File: config.mk
export PLATFORM = sky130hd
export DESIGN_NAME = switch_debouncer
export DESIGN_NICKNAME = d
export VERILOG_FILES = /design/src/rtl/switch_debouncer.sv
export SDC_FILE = /design/constraint.sdc
export NUM_CORES = 1
export LEC_CHECK = 0
export CAP_MARGIN = 10
export CORE_UTILIZATION = 50
export DETAILED_ROUTE_END_ITERATION = 10
export PLACE_DENSITY = 0.69
export SYNTH_ARGS = -nofsm -noshare
export SYNTH_HDL_FRONTEND = slang
export SYNTH_SLANG_ARGS = --single-unit
File: constraint.sdc
create_clock -name clk -period 1.9 [get_ports clk]
set_input_delay 0.19 -clock clk [delete_from_list [all_inputs] [get_ports clk]]
set_output_delay 0.19 -clock clk [all_outputs]
set_load 0.1 [all_outputs]
File: src/rtl/switch_debouncer.sv
// rtl/switch_debouncer.sv - synchronise and debounce a raw level, with registered edge pulses
// Optional SWITCH_DEBOUNCER_EDGE_CNT_EN adds an 8-bit rise counter output (edge_cnt).
module switch_debouncer #(
    parameter int SYNC_STAGES   = 2,
    parameter int STABLE_CYCLES = 1000,
    parameter int CNT_W         = 16
) (
    input  logic       clk,
    input  logic       rst,
    input  logic       din,
    input  logic       en,
    output logic       dout,
    output logic       rise,
    output logic       fall,
    output logic       busy
`ifdef SWITCH_DEBOUNCER_EDGE_CNT_EN
    ,
    output logic [7:0] edge_cnt
`endif
);

    if (STABLE_CYCLES < 1 || SYNC_STAGES < 2 || (STABLE_CYCLES - 1) >= (2 ** CNT_W)) begin : g_param_err
        $error("switch_debouncer: illegal SYNC_STAGES/STABLE_CYCLES/CNT_W combination");
    end

    typedef enum logic [1:0] {S_LOW, CHK_HIGH, S_HIGH, CHK_LOW} state_t;

    localparam logic [CNT_W-1:0] CNT_MAX = CNT_W'(STABLE_CYCLES - 1);

    logic [SYNC_STAGES-1:0] sync_q;
    logic                   ds;
    state_t                 state, state_n;
    logic [CNT_W-1:0]       cnt, cnt_n;
    logic                   dout_n, rise_n, fall_n, busy_n;

    assign ds = sync_q[SYNC_STAGES-1];

    // The synchroniser keeps running while en=0 so ds is current when debouncing resumes.
    always_ff @(posedge clk or negedge rst) begin
        if (!rst) begin
            sync_q <= '0;
        end else begin
            sync_q <= {sync_q[SYNC_STAGES-2:0], din};
        end
    end

    always_ff @(posedge clk or negedge rst) begin
        if (!rst) begin
            state <= S_LOW;
            cnt   <= '0;
            dout  <= 1'b0;
            rise  <= 1'b0;
            fall  <= 1'b0;
            busy  <= 1'b0;
        end else begin
            state <= state_n;
            cnt   <= cnt_n;
            dout  <= dout_n;
            rise  <= rise_n;
            fall  <= fall_n;
            busy  <= busy_n;
        end
    end

    always_comb begin
        state_n = state;
        cnt_n   = cnt;
        dout_n  = dout;
        rise_n  = 1'b0;
        fall_n  = 1'b0;
        if (en) begin
            case (state)
                S_LOW: begin
                    if (ds) begin
                        state_n = CHK_HIGH;
                        cnt_n   = '0;
                    end
                end
                CHK_HIGH: begin
                    if (!ds) begin
                        state_n = S_LOW;
                        cnt_n   = '0;
                    end else if (cnt == CNT_MAX) begin
                        state_n = S_HIGH;
                        cnt_n   = '0;
                        dout_n  = 1'b1;
                        rise_n  = 1'b1;
                    end else begin
                        cnt_n = cnt + CNT_W'(1);
                    end
                end
                S_HIGH: begin
                    if (!ds) begin
                        state_n = CHK_LOW;
                        cnt_n   = '0;
                    end
                end
                CHK_LOW: begin
                    if (ds) begin
                        state_n = S_HIGH;
                        cnt_n   = '0;
                    end else if (cnt == CNT_MAX) begin
                        state_n = S_LOW;
                        cnt_n   = '0;
                        dout_n  = 1'b0;
                        fall_n  = 1'b1;
                    end else begin
                        cnt_n = cnt + CNT_W'(1);
                    end
                end
            endcase
        end
        // busy is registered from the next state so it tracks the CHK states exactly.
        busy_n = (state_n == CHK_HIGH) || (state_n == CHK_LOW);
    end

`ifdef SWITCH_DEBOUNCER_EDGE_CNT_EN
    always_ff @(posedge clk or negedge rst) begin
        if (!rst) begin
            edge_cnt <= 8'd0;
        end else if (rise_n) begin
            edge_cnt <= edge_cnt + 8'd1;
        end
    end
`endif

endmodule

==> After elaboration in Yosys (flattened, before gate mapping) <==
Cells that the tools add are included.
{ "totals": {"input_bits": 4, "ff_bits": 24, "output_inout_bits": 4} }
{ "classes": {"reduce_logical": 5, "n_mux": 26, "n_addsub": 1, "eq_ne": 12} }
{ "op_table": {"columns": ["op", "count"], "rows": [
  ["16-bit two-way mux", 5],
  ["16-bit one-hot mux with 4 select lines", 1],
  ["16-bit by 1-bit adder with 16-bit output, second input constant", 1],
  ["16-bit by 10-bit == test with 1-bit output, second input constant", 1],
  ["2-bit two-way mux", 7],
  ["2-bit != test, second input constant", 6],
  ["1-bit two-way mux", 11],
  ["2-bit one-hot mux with 4 select lines", 1],
  ["2-bit == test, second input constant", 3],
  ["6-bit AND reduction", 1],
  ["2-bit by 1-bit == test with 1-bit output, second input constant", 2],
  ["3-bit AND reduction", 1],
  ["2-bit logical NOT", 1],
  ["1-bit one-hot mux with 2 select lines", 1],
  ["2-bit nonzero test", 1],
  ["1-bit logical OR", 1]
]} }

==> Logic depth before layout (Yosys ltp) <==
{ "logic_depth": {"word_depth": 7, "mapped_depth": 6} }

==> Least setup slack after synthesis <==
OpenSTA, ideal clock, no wires.
{ "synth_timing": {"path_type": "register to register", "start": "register with a tool-made name", "end": "register cnt[15]", "t_required_ns": 1.822, "n_path_buf": 1, "synth_period_minus_slack_ns": 2.006, "path_stages_with_launch": 5, "t_arrival_ns": 1.929, "path_slack_ns": -0.106, "path_cell_list": "dfrtp_1 o21ai_2 buf_6 or4b_1 a21oi_1"} }
{ "synth_rtl": {"columns": ["item", "line_no", "rtl"], "rows": [
  ["to (signal assigned)", "57", "cnt <= cnt_n;"],
  ["to (decl)", "33", "logic [CNT_W-1:0] cnt, cnt_n;"]
]} }

==> implementation parameters <==
Parameter                              Value

Route
  Vias after detailed routing ... 997
  Detail-routed via count per cell ... 6.35
  Antenna-violating nets left ... 0
  Number of detailed-routing iterations run before antenna repair ... 4
  Final routed wirelength across all metal layers ... 2400 um
  DR DRC count ... 0
  Average wire per standard cell ... 15.3 um
  Initial detailed-routing violation count ... 25

Floorplanning
  Die outline height ... 50.3 um
  Rows ... 17
  Width of the chip ... 50.3 um
  Die ar. ... 2530 um^2
  Ports placed on the boundary ... 8
  Standard cell core area ... 2210 um^2
  Starting utilization of the core area ... 52.7%

Global route
  First-pass GRT wire length ... 4120 um
  Via count of the first global-routing pass ... 919
  Largest net degree at the start of global routing ... 24
  Met2 Resource Use GR ... 35.8%
  GR peak layer ... met2
  Antenna violations before repair ... 0
  GR Util met3 ... 2.73%
  Aggregate global-route resource usage ... 21.9%
  GRT Residual Overflow ... 0
  GR met1 Demand/Resource ... 29.1%

Critical path
  WP buf/inv ... 0
  Startpoint class of the critical path ... flip-flop
  CP max stage delay ... 530 ps
  End of the worst register-to-register path ... cnt[15]$_DFFE_PN0P_
  Kind of critical path ... flip-flop to flip-flop
  Data arrival at the endpoint of the critical path ... 2010 ps
  Kind of cell adding the most delay to the critical path ... flip-flops
  Total stage count of the critical path ... 4
  Cell at the slowest stage of the critical path ... dfrtp_1
  Cell-by-cell trace of the critical path ... xor2_4 > o21ai_4 > or4b_1 > a21oi_1
  Worst Reg2Reg Path Length in Cells ... 4
  CP Capture Point ... cnt[15]$_DFFE_PN0P_
  Data required time of the critical path ... 2150 ps
  Setup crit end kind ... flip-flop
  Maximum fanout along the worst path ... 21
  Worst reg2reg setup slack ... 140 ps

Timing
  Actual transition at the worst max-transition pin ... 486 ps
  Setup slack of the critical path after layout ... 137 ps
  Final worst path period need ... 1760 ps
  Fin Clk Skew ... 8.00 ps
  Final cycle utilization of the critical path ... 92.8%
  Max-slew violation count ... 0
  Total of endpoints with negative setup slack in the final report ... 0
  Hold Fails Final Rpt ... 0
  Headroom to the max-slew limit ... 67.5%
  Worst Hold Margin ... 195 ps
  Unrepaired setup endpoints after global routing ... false
  Accumulated negative setup slack ... 0 ps
  Max frequency ... 0.567 GHz

Clock tree
  Clock transition at the registers of the reported paths ... 130 ps
  CTS HTree Levels ... 1
  TritonCTS sink count ... 23
  Buffer depth of the longest clock path ... 2
  Clock latency of the later-clocked register in the worst-skew pair ... 320 ps
  Clock tree from TritonCTS ... done
  Number of CTS-inserted buffers ... 3
  Root buffer selected by CTS ... clkbuf_4

Synthesis
  Sequential share of the synthesized area ... 49.4%
  Number of enable flip-flop cells after synthesis ... 0
  Count of warnings emitted by yosys ... 0
  Post-synthesis net count ... 123
  Mapped cell area ... 1170 um^2
  Post-Syn Instances ... 118
  Unique cell type count in the Yosys netlist ... 34
  Avg Inst Size Synth ... 9.88 um^2
  Asr flop ratio synth ... 100%
  Top FF cell, synth ... dfrtp_1
  Post-synthesis register bit count ... 23

Placement
  HPWL after detailed placement ... 1680 um
  Count of input and output buffers ... 7
  Final RePlAce weighted congestion ... 0.758
  Number of placed instances with taps included ... 153
  DP Worst Slack ... 54.4 ps

Power
  VDD IR max ... 0.380 mV
  Leak Pwr ... 0.000538 uW
  Power Density ... 635 nW/um^2

Finish
  Top library cells by usage in the layout, fill and taps aside ... 21 x dfrtp_1, 9 x nand2_1, 9 x a21oi_1
  Most common library cell in the layout ignoring fill and taps ... dfrtp_1
  Layout fillers ... 184
  Net count reported at finish ... 135
  Share of layout cells above drive strength 1 ... 14.7%
  Diode insertion count for antenna repair ... 0
  Footprint of the multi-input gates ... 576 um^2
  Sequential standard cell area ... 578 um^2
  Number of non-filler instances in the completed layout ... 157
  Area growth, synth to finish ... 12.9%

Status
  Outcome ... finished clean

Flow run
  Number of max-cap violations ... 0

Min path
  Type of the tightest min-delay check ... input pin to asynchronous set/reset pin
final cells by class:
type / instances / area share [%]
Clock buffer: 3 / 1.71
Multi-Input combinational cell: 88 / 43.7
Sequential cell: 23 / 43.9
Inverter: 4 / 1.14
Timing Repair Buffer: 10 / 6.27
Tap cell: 28 / 2.66
Clock inverter: 1 / 0.570
cells in the mapped netlist (4+ instances only):
| cell type | number | area, um^2 |
|---|---|---|
| a21oi_1 | 9 | 45.0 |
| and3_1 | 4 | 25.0 |
| dfrtp_1 | 23 | 576 |
| inv_1 | 4 | 15.0 |
| nand2_1 | 9 | 33.8 |
| nand3_1 | 6 | 30.0 |
| nand4_1 | 7 | 43.8 |
| o21ai_0 | 8 | 40.0 |
| o31ai_1 | 4 | 30.0 |
| or3_1 | 5 | 31.3 |
how the worst min path moves through the flow:
stage / startpoint / to / slack [ps]
global route: rst / cnt[0]$_DFFE_PN0P_ / 230
finish: rst / cnt[0]$_DFFE_PN0P_ / 200
detailed placement: sync_q[0]$_DFF_PN0_ / sync_q[1]$_DFF_PN0_ / 340
global placement: sync_q[0]$_DFF_PN0_ / sync_q[1]$_DFF_PN0_ / 340
floorplan: rst / asynchronous set/reset pin / -110
CTS: rst / cnt[0]$_DFFE_PN0P_ / 190
layer usage:
layer | part of all wire [%] | wire length [um]
met5 | 0 | 0
met4 | 1.9 | 45
met3 | 4.4 | 106
met2 | 48 | 1150
met1 | 46 | 1090
state kept, by name (all words and copies together), names as in the netlist, named ones only:
register,flops
sync_q,2
fall,1
dout,1
cnt,16
rise,1
through the flow:
stage	util, %	total power, uW	instance area [um^2]
6_report	59.5	835	1320
5_1_grt	59.5	872	1320
4_1_cts	58.6	843	1300
3_5_place_dp	57.2	603	1270
3_3_place_gp	57.2	602	1270
2_1_floorplan	-	572	1170
power breakdown:
group | internal (uW) | switching, uW | total [uW] | leakage (uW)
clock | 80.5 | 157 | 237 | 0.0000139
sequential | 500 | 15.0 | 515 | 0.000311
combinational | 24.7 | 58.1 | 82.9 | 0.000213
total | 605 | 230 | 835 | 0.000538
logic make-up after synthesis:
| kind of cell | after synthesis | share of synthesized area (%) |
|---|---|---|
| mux | 1 | 0.858 |
| flops | 23 | 49.4 |
| simple gates | 51 | 25.1 |
| buf+inv | 7 | 2.90 |
| fa+ha+maj | 1 | 1.07 |
| compound gates | 34 | 19.3 |
| xor+xnor | 1 | 1.40 |
what timing repair did:
item,4_1_cts,5_1_grt
resized for setup,0,5
hold buffers,0,0
buffers inserted,0,0
setup endpoints to repair,0,11
(Power assumes the default switching activity.)
